File: src/rtl/instr_fetch.sv
//------------------------------------------------------------------------------
// Module      : instr_fetch
// Description : Fetch stage holding the PC and a word-addressed instruction
//               memory. It supports stall, branch bubble and a halt on opcode F.
// Revision    : 1.0 - initial release
//------------------------------------------------------------------------------
`default_nettype none

module instr_fetch #(
    parameter int          IMEM_DEPTH = 16,
    parameter logic [15:0] RESET_PC   = 16'h0000
) (
    input  logic                          clock,
    input  logic                          reset,
    input  logic                          stall,
    input  logic                          branch_taken,
    input  logic [15:0]                   branch_target,
    input  logic                          imem_we,
    input  logic [$clog2(IMEM_DEPTH)-1:0] imem_addr,
    input  logic [15:0]                   imem_wdata,
    output logic [15:0]                   PC,
    output logic [15:0]                   IR,
    output logic [15:0]                   IR_PC,
    output logic                          valid,
    output logic                          halted
);

    localparam int AW = $clog2(IMEM_DEPTH);

    typedef enum logic [0:0] {
        S_RUN  = 1'b0,
        S_HALT = 1'b1
    } state_t;

    state_t        state_q, state_d;
    logic [15:0]   pc_q, pc_d;
    logic [15:0]   ir_q, ir_d;
    logic [15:0]   ir_pc_q, ir_pc_d;
    logic          valid_q, valid_d;
    logic          halted_q, halted_d;

    logic [15:0]   mem_q [IMEM_DEPTH];
    logic [AW-1:0] rd_idx;
    logic [15:0]   fetch_word;

    // Higher PC bits are dropped so addresses alias modulo the memory size.
    assign rd_idx     = pc_q[AW:1];
    assign fetch_word = mem_q[rd_idx];

    // Contents survive reset; the read above sees the pre-write word.
    always_ff @(posedge clock) begin
        if (imem_we) begin
            mem_q[imem_addr] <= imem_wdata;
        end
    end

    always_ff @(posedge clock) begin
        if (reset) begin
            state_q  <= S_RUN;
            pc_q     <= RESET_PC;
            ir_q     <= 16'h0000;
            ir_pc_q  <= 16'h0000;
            valid_q  <= 1'b0;
            halted_q <= 1'b0;
        end else begin
            state_q  <= state_d;
            pc_q     <= pc_d;
            ir_q     <= ir_d;
            ir_pc_q  <= ir_pc_d;
            valid_q  <= valid_d;
            halted_q <= halted_d;
        end
    end

    always_comb begin
        state_d  = state_q;
        pc_d     = pc_q;
        ir_d     = ir_q;
        ir_pc_d  = ir_pc_q;
        valid_d  = valid_q;
        halted_d = halted_q;

        case (state_q)
            S_RUN: begin
                if (branch_taken) begin
                    pc_d    = branch_target & 16'hFFFE;
                    ir_d    = 16'h0000;
                    valid_d = 1'b0;
                end else if (!stall) begin
                    ir_d    = fetch_word;
                    ir_pc_d = pc_q;
                    pc_d    = pc_q + 16'd2;
                    valid_d = 1'b1;
                    if (fetch_word[15:12] == 4'hF) begin
                        state_d  = S_HALT;
                        halted_d = 1'b1;
                    end
                end
            end
            S_HALT: begin
                // A stall keeps the halt instruction on offer; otherwise retire it.
                valid_d = valid_q & stall;
            end
            default: begin
                state_d = S_RUN;
            end
        endcase
    end

    assign PC     = pc_q;
    assign IR     = ir_q;
    assign IR_PC  = ir_pc_q;
    assign valid  = valid_q;
    assign halted = halted_q;

endmodule

`default_nettype wire

File: config.mk
export PLATFORM = sky130hd
export DESIGN_NAME = instr_fetch
export DESIGN_NICKNAME = d
export VERILOG_FILES = /design/src/rtl/instr_fetch.sv
export SDC_FILE = /design/constraint.sdc
export NUM_CORES = 1
export LEC_CHECK = 0
export ABC_AREA = 1
export CORE_UTILIZATION = 45
export DETAILED_ROUTE_END_ITERATION = 8
export DONT_BUFFER_PORTS = 1
export GPL_ROUTABILITY_DRIVEN = 1
export PLACE_DENSITY = 0.74
export SLEW_MARGIN = 20
export SYNTH_ARGS = -nofsm -noshare
export SYNTH_HDL_FRONTEND = slang
export SYNTH_SLANG_ARGS = --single-unit
File: constraint.sdc
create_clock -name clock -period 1.76 [get_ports clock]
set_clock_uncertainty 0.2 [all_clocks]
set_input_delay 0.264 -clock clock [delete_from_list [all_inputs] [get_ports clock]]
set_output_delay 0.264 -clock clock [all_outputs]
set_load 0.05 [all_outputs]
# Yosys cells after proc, flatten, opt, wreduce, memory -nomap -nowiden
# Memories as Yosys holds them, arrays and structs flattened. A register that Yosys moved wholly into a read port is not among the register bits.
# Cells that the tools add are included.
dict set report op_classes {
  n_addsub 1
  n_eq_ne 3
  mux 15
  n_bitwise 4
  reduce_logical 3
}
# op count
set ops {}
lappend ops {{16-bit two-way mux} 4}
lappend ops {{16-bit by 2-bit adder with 16-bit output (second input constant)} 1}
lappend ops {{1-bit two-way mux} 8}
lappend ops {{4-bit two-way mux} 2}
lappend ops {{4-bit equality test (second input constant)} 1}
lappend ops {{4-bit AND reduction} 1}
lappend ops {{3-bit != test (second input constant)} 1}
lappend ops {{1-bit NOT} 3}
lappend ops {{3-bit AND reduction} 1}
lappend ops {{2-bit by 1-bit != test with 1-bit output (second input constant)} 1}
lappend ops {{1-bit one-hot mux with 2 select lines} 1}
lappend ops {{2-bit AND reduction} 1}
lappend ops {{1-bit bitwise AND} 1}
dict set report word_totals {
  register_bits 51
  ramBits 256
  in_bits 41
  elab_cells 33
  memories 1
}
# name depth word_bits read_ports rd_clocked_by_memory_dff wr line_no
set memory_table {}
lappend memory_table {mem_q 16 16 1 1 1 42} ;# logic [15:0] mem_q [IMEM_DEPTH];

# Longest topological paths before layout
dict set report logic_depth {
  depth_word 5
  depth_mapped 12
}

# Least setup slack after synthesis
# OpenSTA, ideal clock, no wires.
dict set report synth_timing {
  path_kind {register -> register}
  from {register pc_q[2], in the netlist PC[2]}
  to {register pc_q[13], in the netlist PC[13]}
  t_arrival_ns 1.821
  required_ns 1.440
  path_slack_ns -0.381
  path_stages_with_launch 10
  path_buffers 0
  period_less_slack_ns 2.141
  path_cell_list {dfxtp_1 ha_1 nand2_1 nor3_2 nand3_1 nor2_1 nand2_1 xor2_1 nand2_1 a21oi_1}
}
dict set report synth_between {
  elab_chain_len 3
}
# item line_no
set synth_lines {}
lappend synth_lines {{start: declaration} 36} ;# logic [15:0] pc_q, pc_d;
lappend synth_lines {{start signal: assignment} 67} ;# pc_q <= pc_d;
lappend synth_lines {{16-bit by 2-bit adder with 16-bit output} 92} ;# pc_d = pc_q + 16'd2;
lappend synth_lines {{16-bit two-way mux} 89} ;# end else if (!stall) begin
lappend synth_lines {{16-bit two-way mux} 85} ;# if (branch_taken) begin
# No other way between the ends. The select of a mux whose other input is x is not followed.
# A chain may end at the register's enable or synchronous reset.

==> impl_metrics.json <==
{
  "ant_nets": 0,
  "n_fill_cell": 2053,
  "worst_slack_ps": -90.8,
  "path_clk_slew_ps": 70,
  "fin_total_pwr_uw": 17900,
  "min_period_ps": 1850,
  "root_buffer": "clkbuf_16",
  "antenna_found_initial": 1,
  "drc_errors": 0,
  "synthTopCellsByArea": "edfxtp_1, dfxtp_1, o21ai_0",
  "synth.avg_cell_area_sq_um": 11.4,
  "worst_ep_required_time_ps": 2030,
  "synthCells": 1089,
  "worstHoldStart": "imem_addr[3]",
  "worstSetupPathDepth": 9,
  "yosysTopAreaCellShare_pct": 61.9,
  "violations": "setup timing",
  "grt_overflow": 0,
  "relSlewSlack_pct": 57.0,
  "r2r_slack_ps": -90,
  "layout_common_cells": "edfxtp_1, nand2_1, nor2_1, o21ai_0, nand3_1",
  "crit_top_cell": "buf_12",
  "irDropWorstVdd_v": 0.000807,
  "wl_per_cell_microns": 21.4,
  "drt-total-wl_mm": 33.7,
  "critPathTopFamily": "compound AO/OA/AOI/OAI gates",
  "vias": 9140,
  "netlist_area_sq_um": 12400,
  "setup_violations": 12,
  "cellLeakagePower_uw": 0.00573,
  "htreeDepth": 1,
  "core_area_sq_um": 27000,
  "first_global_vias": 8761,
  "start_util_pct": 45.9,
  "setup_tns_ps": -573,
  "finalNonFillerCells": 1574,
  "synth_top_cell_by_area": "edfxtp_1",
  "drv_slew": 0,
  "viasPerCell": 5.81,
  "clock.fmax_mhz": 540,
  "drt-pass1-iter-count": 7,
  "drive_above_1_share_pct": 18.5,
  "nets": 1250,
  "hold_viol": 0,
  "synth.yosys.seq_area_share_pct": 70.5,
  "synthToLayoutAreaGrowth_pct": 26.7,
  "portBuffers": 0,
  "worstRegToRegCells": 9,
  "worstPathArrival_ps": 2120,
  "clock_latency_ps": 550,
  "io_pins": 91,
  "status": "complete, but fails checks",
  "finalCritPeriodShare_pct": 105,
  "rsz0062_at_grt": "true",
  "hold_path_end": "mem_q[8][12]$_DFFE_PP_",
  "holdWs_ps": 102,
  "place.gp.congestion": 0.814,
  "grt_use_total_pct": 22.4,
  "die_h_microns": 168,
  "cp_max_fo": 8,
  "timing.rr.end": "IR[1]$_SDFFE_PP0P_",
  "cp-start-kind": "flip-flop",
  "cap_violations": 0,
  "hpwl_mm": 17.8,
  "yosysUniqueCellTypes": 32,
  "critical_path.endpoint_type": "flip-flop",
  "die_area_sq_um": 28300,
  "grt_pass1_wl_mm": 48.5,
  "yosysWarnings": 0,
  "worstHoldPathCells": 3,
  "ys_seq_elements": 309,
  "tightest_slew_ps": 645,
  "critical_path.max_stage_delay_ps": 430,
  "cts.path.max_buffers": 3,
  "cpMaxStageDelayCell": "dfxtp_4",
  "path_class": "reg -> reg",
  "drt-initial-drc-count": 1175,
  "grt_max_degree": 49,
  "cts_buffers": 30,
  "p_per_area_nw_per_um2": 1140,
  "num_rows": 60,
  "dp_cells": 1462,
  "cts_tree": "built",
  "die_x_microns": 168,
  "crit_chain": "buf_12 > buf_12 > buf_12 > o21ai_1 > o221ai_1 > nand3_1 > nand2_2 > nand2_1 > a21oi_1",
  "layout_commonest_cell": "edfxtp_1",
  "cts_sinks": 309,
  "path_buf_inv": 3,
  "hold_class": "in -> reg"
}
[worst reg2reg max path: stages, from the launching register on]
cell and delay [ps]:
dfxtp_4 430, buf_12 150, buf_12 130, buf_12 120, o21ai_1 70, o221ai_1 230, nand3_1 120, nand2_2 110
nand2_1 70, a21oi_1 150
[per-stage QoR]
step | setup slack, ps | cell area (sq um) | util [%]
global route | -186 | 15700 | 58.2
floorplan | -24.4 | 12500 | -
CTS | -64.6 | 15300 | 56.5
finish | -90.8 | 15700 | 58.2
global placement | -20.5 | 13700 | 50.8
detailed placement | -86.7 | 13700 | 50.8
[cell type report]
cell class	instances	area [sq um]	area share, %
diodes	1	2.50	0.0159
clock buffers	35	801	5.09
clock inverters	21	359	2.28
inverters	59	229	1.46
multi-input cells	657	3280	20.9
flip-flops and latches	309	8770	55.8
well taps	341	427	2.71
repair buffers	151	1850	11.8
[cell usage after synthesis]
| cell | n |
|---|---|
| edfxtp_1 | 256 |
| nand2_1 | 163 |
| nor2_1 | 163 |
| o21ai_0 | 131 |
| nand3_1 | 83 |
| inv_1 | 57 |
| dfxtp_1 | 53 |
| a21oi_1 | 45 |
| o221ai_1 | 30 |
| clkbuf_1 | 25 |
| buf_2 | 19 |
| buf_4 | 9 |
| buf_6 | 7 |
| o211ai_1 | 7 |
| a31oi_1 | 5 |
| nor3_1 | 5 |
| xor2_1 | 5 |
| a211oi_1 | 4 |
| buf_1 | 4 |
| inv_2 | 2 |
| nor2_4 | 2 |
| nor3_2 | 2 |
| o21ai_1 | 2 |
| o31ai_1 | 2 |
| a221oi_1 | 1 |
| clkbuf_2 | 1 |
| conb_1 | 1 |
| ha_1 | 1 |
| nand3b_1 | 1 |
| nand4_1 | 1 |
| nor2_2 | 1 |
| xnor2_1 | 1 |
[worst max-delay path by stage]
stage	from	to	slack (ps)
global placement	flip-flop	IR[1]$_SDFFE_PP0P_	-20
CTS	flip-flop	IR[4]$_SDFFE_PP0P_	-60
floorplan	PC[2]$_SDFFE_PP0P_	PC[13]$_SDFFE_PP0P_	-20
detailed placement	flip-flop	IR[3]$_SDFFE_PP0P_	-90
global route	flip-flop	IR[1]$_SDFFE_PP0P_	-190
finish	flip-flop	IR[1]$_SDFFE_PP0P_	-90
[logic make-up (layout without fill, tap and decap cells)]
kind of cell,Yosys count,count (layout),share of synthesized area (%)
adder cells (fa/ha/maj),1,1,0.101
flip-flops,309,309,70.5
AND/OR/NAND/NOR,421,421,13.9
XOR/XNOR,6,6,0.423
AO/OA/AOI/OAI,227,227,10.4
buffers and inverters,124,266,4.65
other,1,3,0.0302
[what timing repair did]
item / 4_1_cts / 5_1_grt
pin swaps: 0 / 28
setup endpoints to repair: 13 / 34
setup buffers: 0 / 10
gates resized for setup: 8 / 49
cloned: 0 / 9
hold endpoints to repair: 309 / 0
hold buffers: 36 / 0
[sequential cells by signal (all words and copies together), names as in the netlist, named ones only]
signal	cells
valid	1
IR	16
PC	15
IR_PC	15
halted	1
state_q	1
mem_q	256
[power breakdown]
part	switching (uW)	internal (uW)
Clock	2730	4710
Combinational	1400	811
Sequential	151	8120
Total	4280	13600
[routing by layer]
| layer | part of all wire (%) | global-route usage [%] |
|---|---|---|
| met4 | 2.5 | 6.84 |
| met3 | 10 | 4.42 |
| met2 | 49 | 38.1 |
| met1 | 39 | 29.1 |
| met5 | 0 | 0 |
Power figures use the tool's default switching activity.
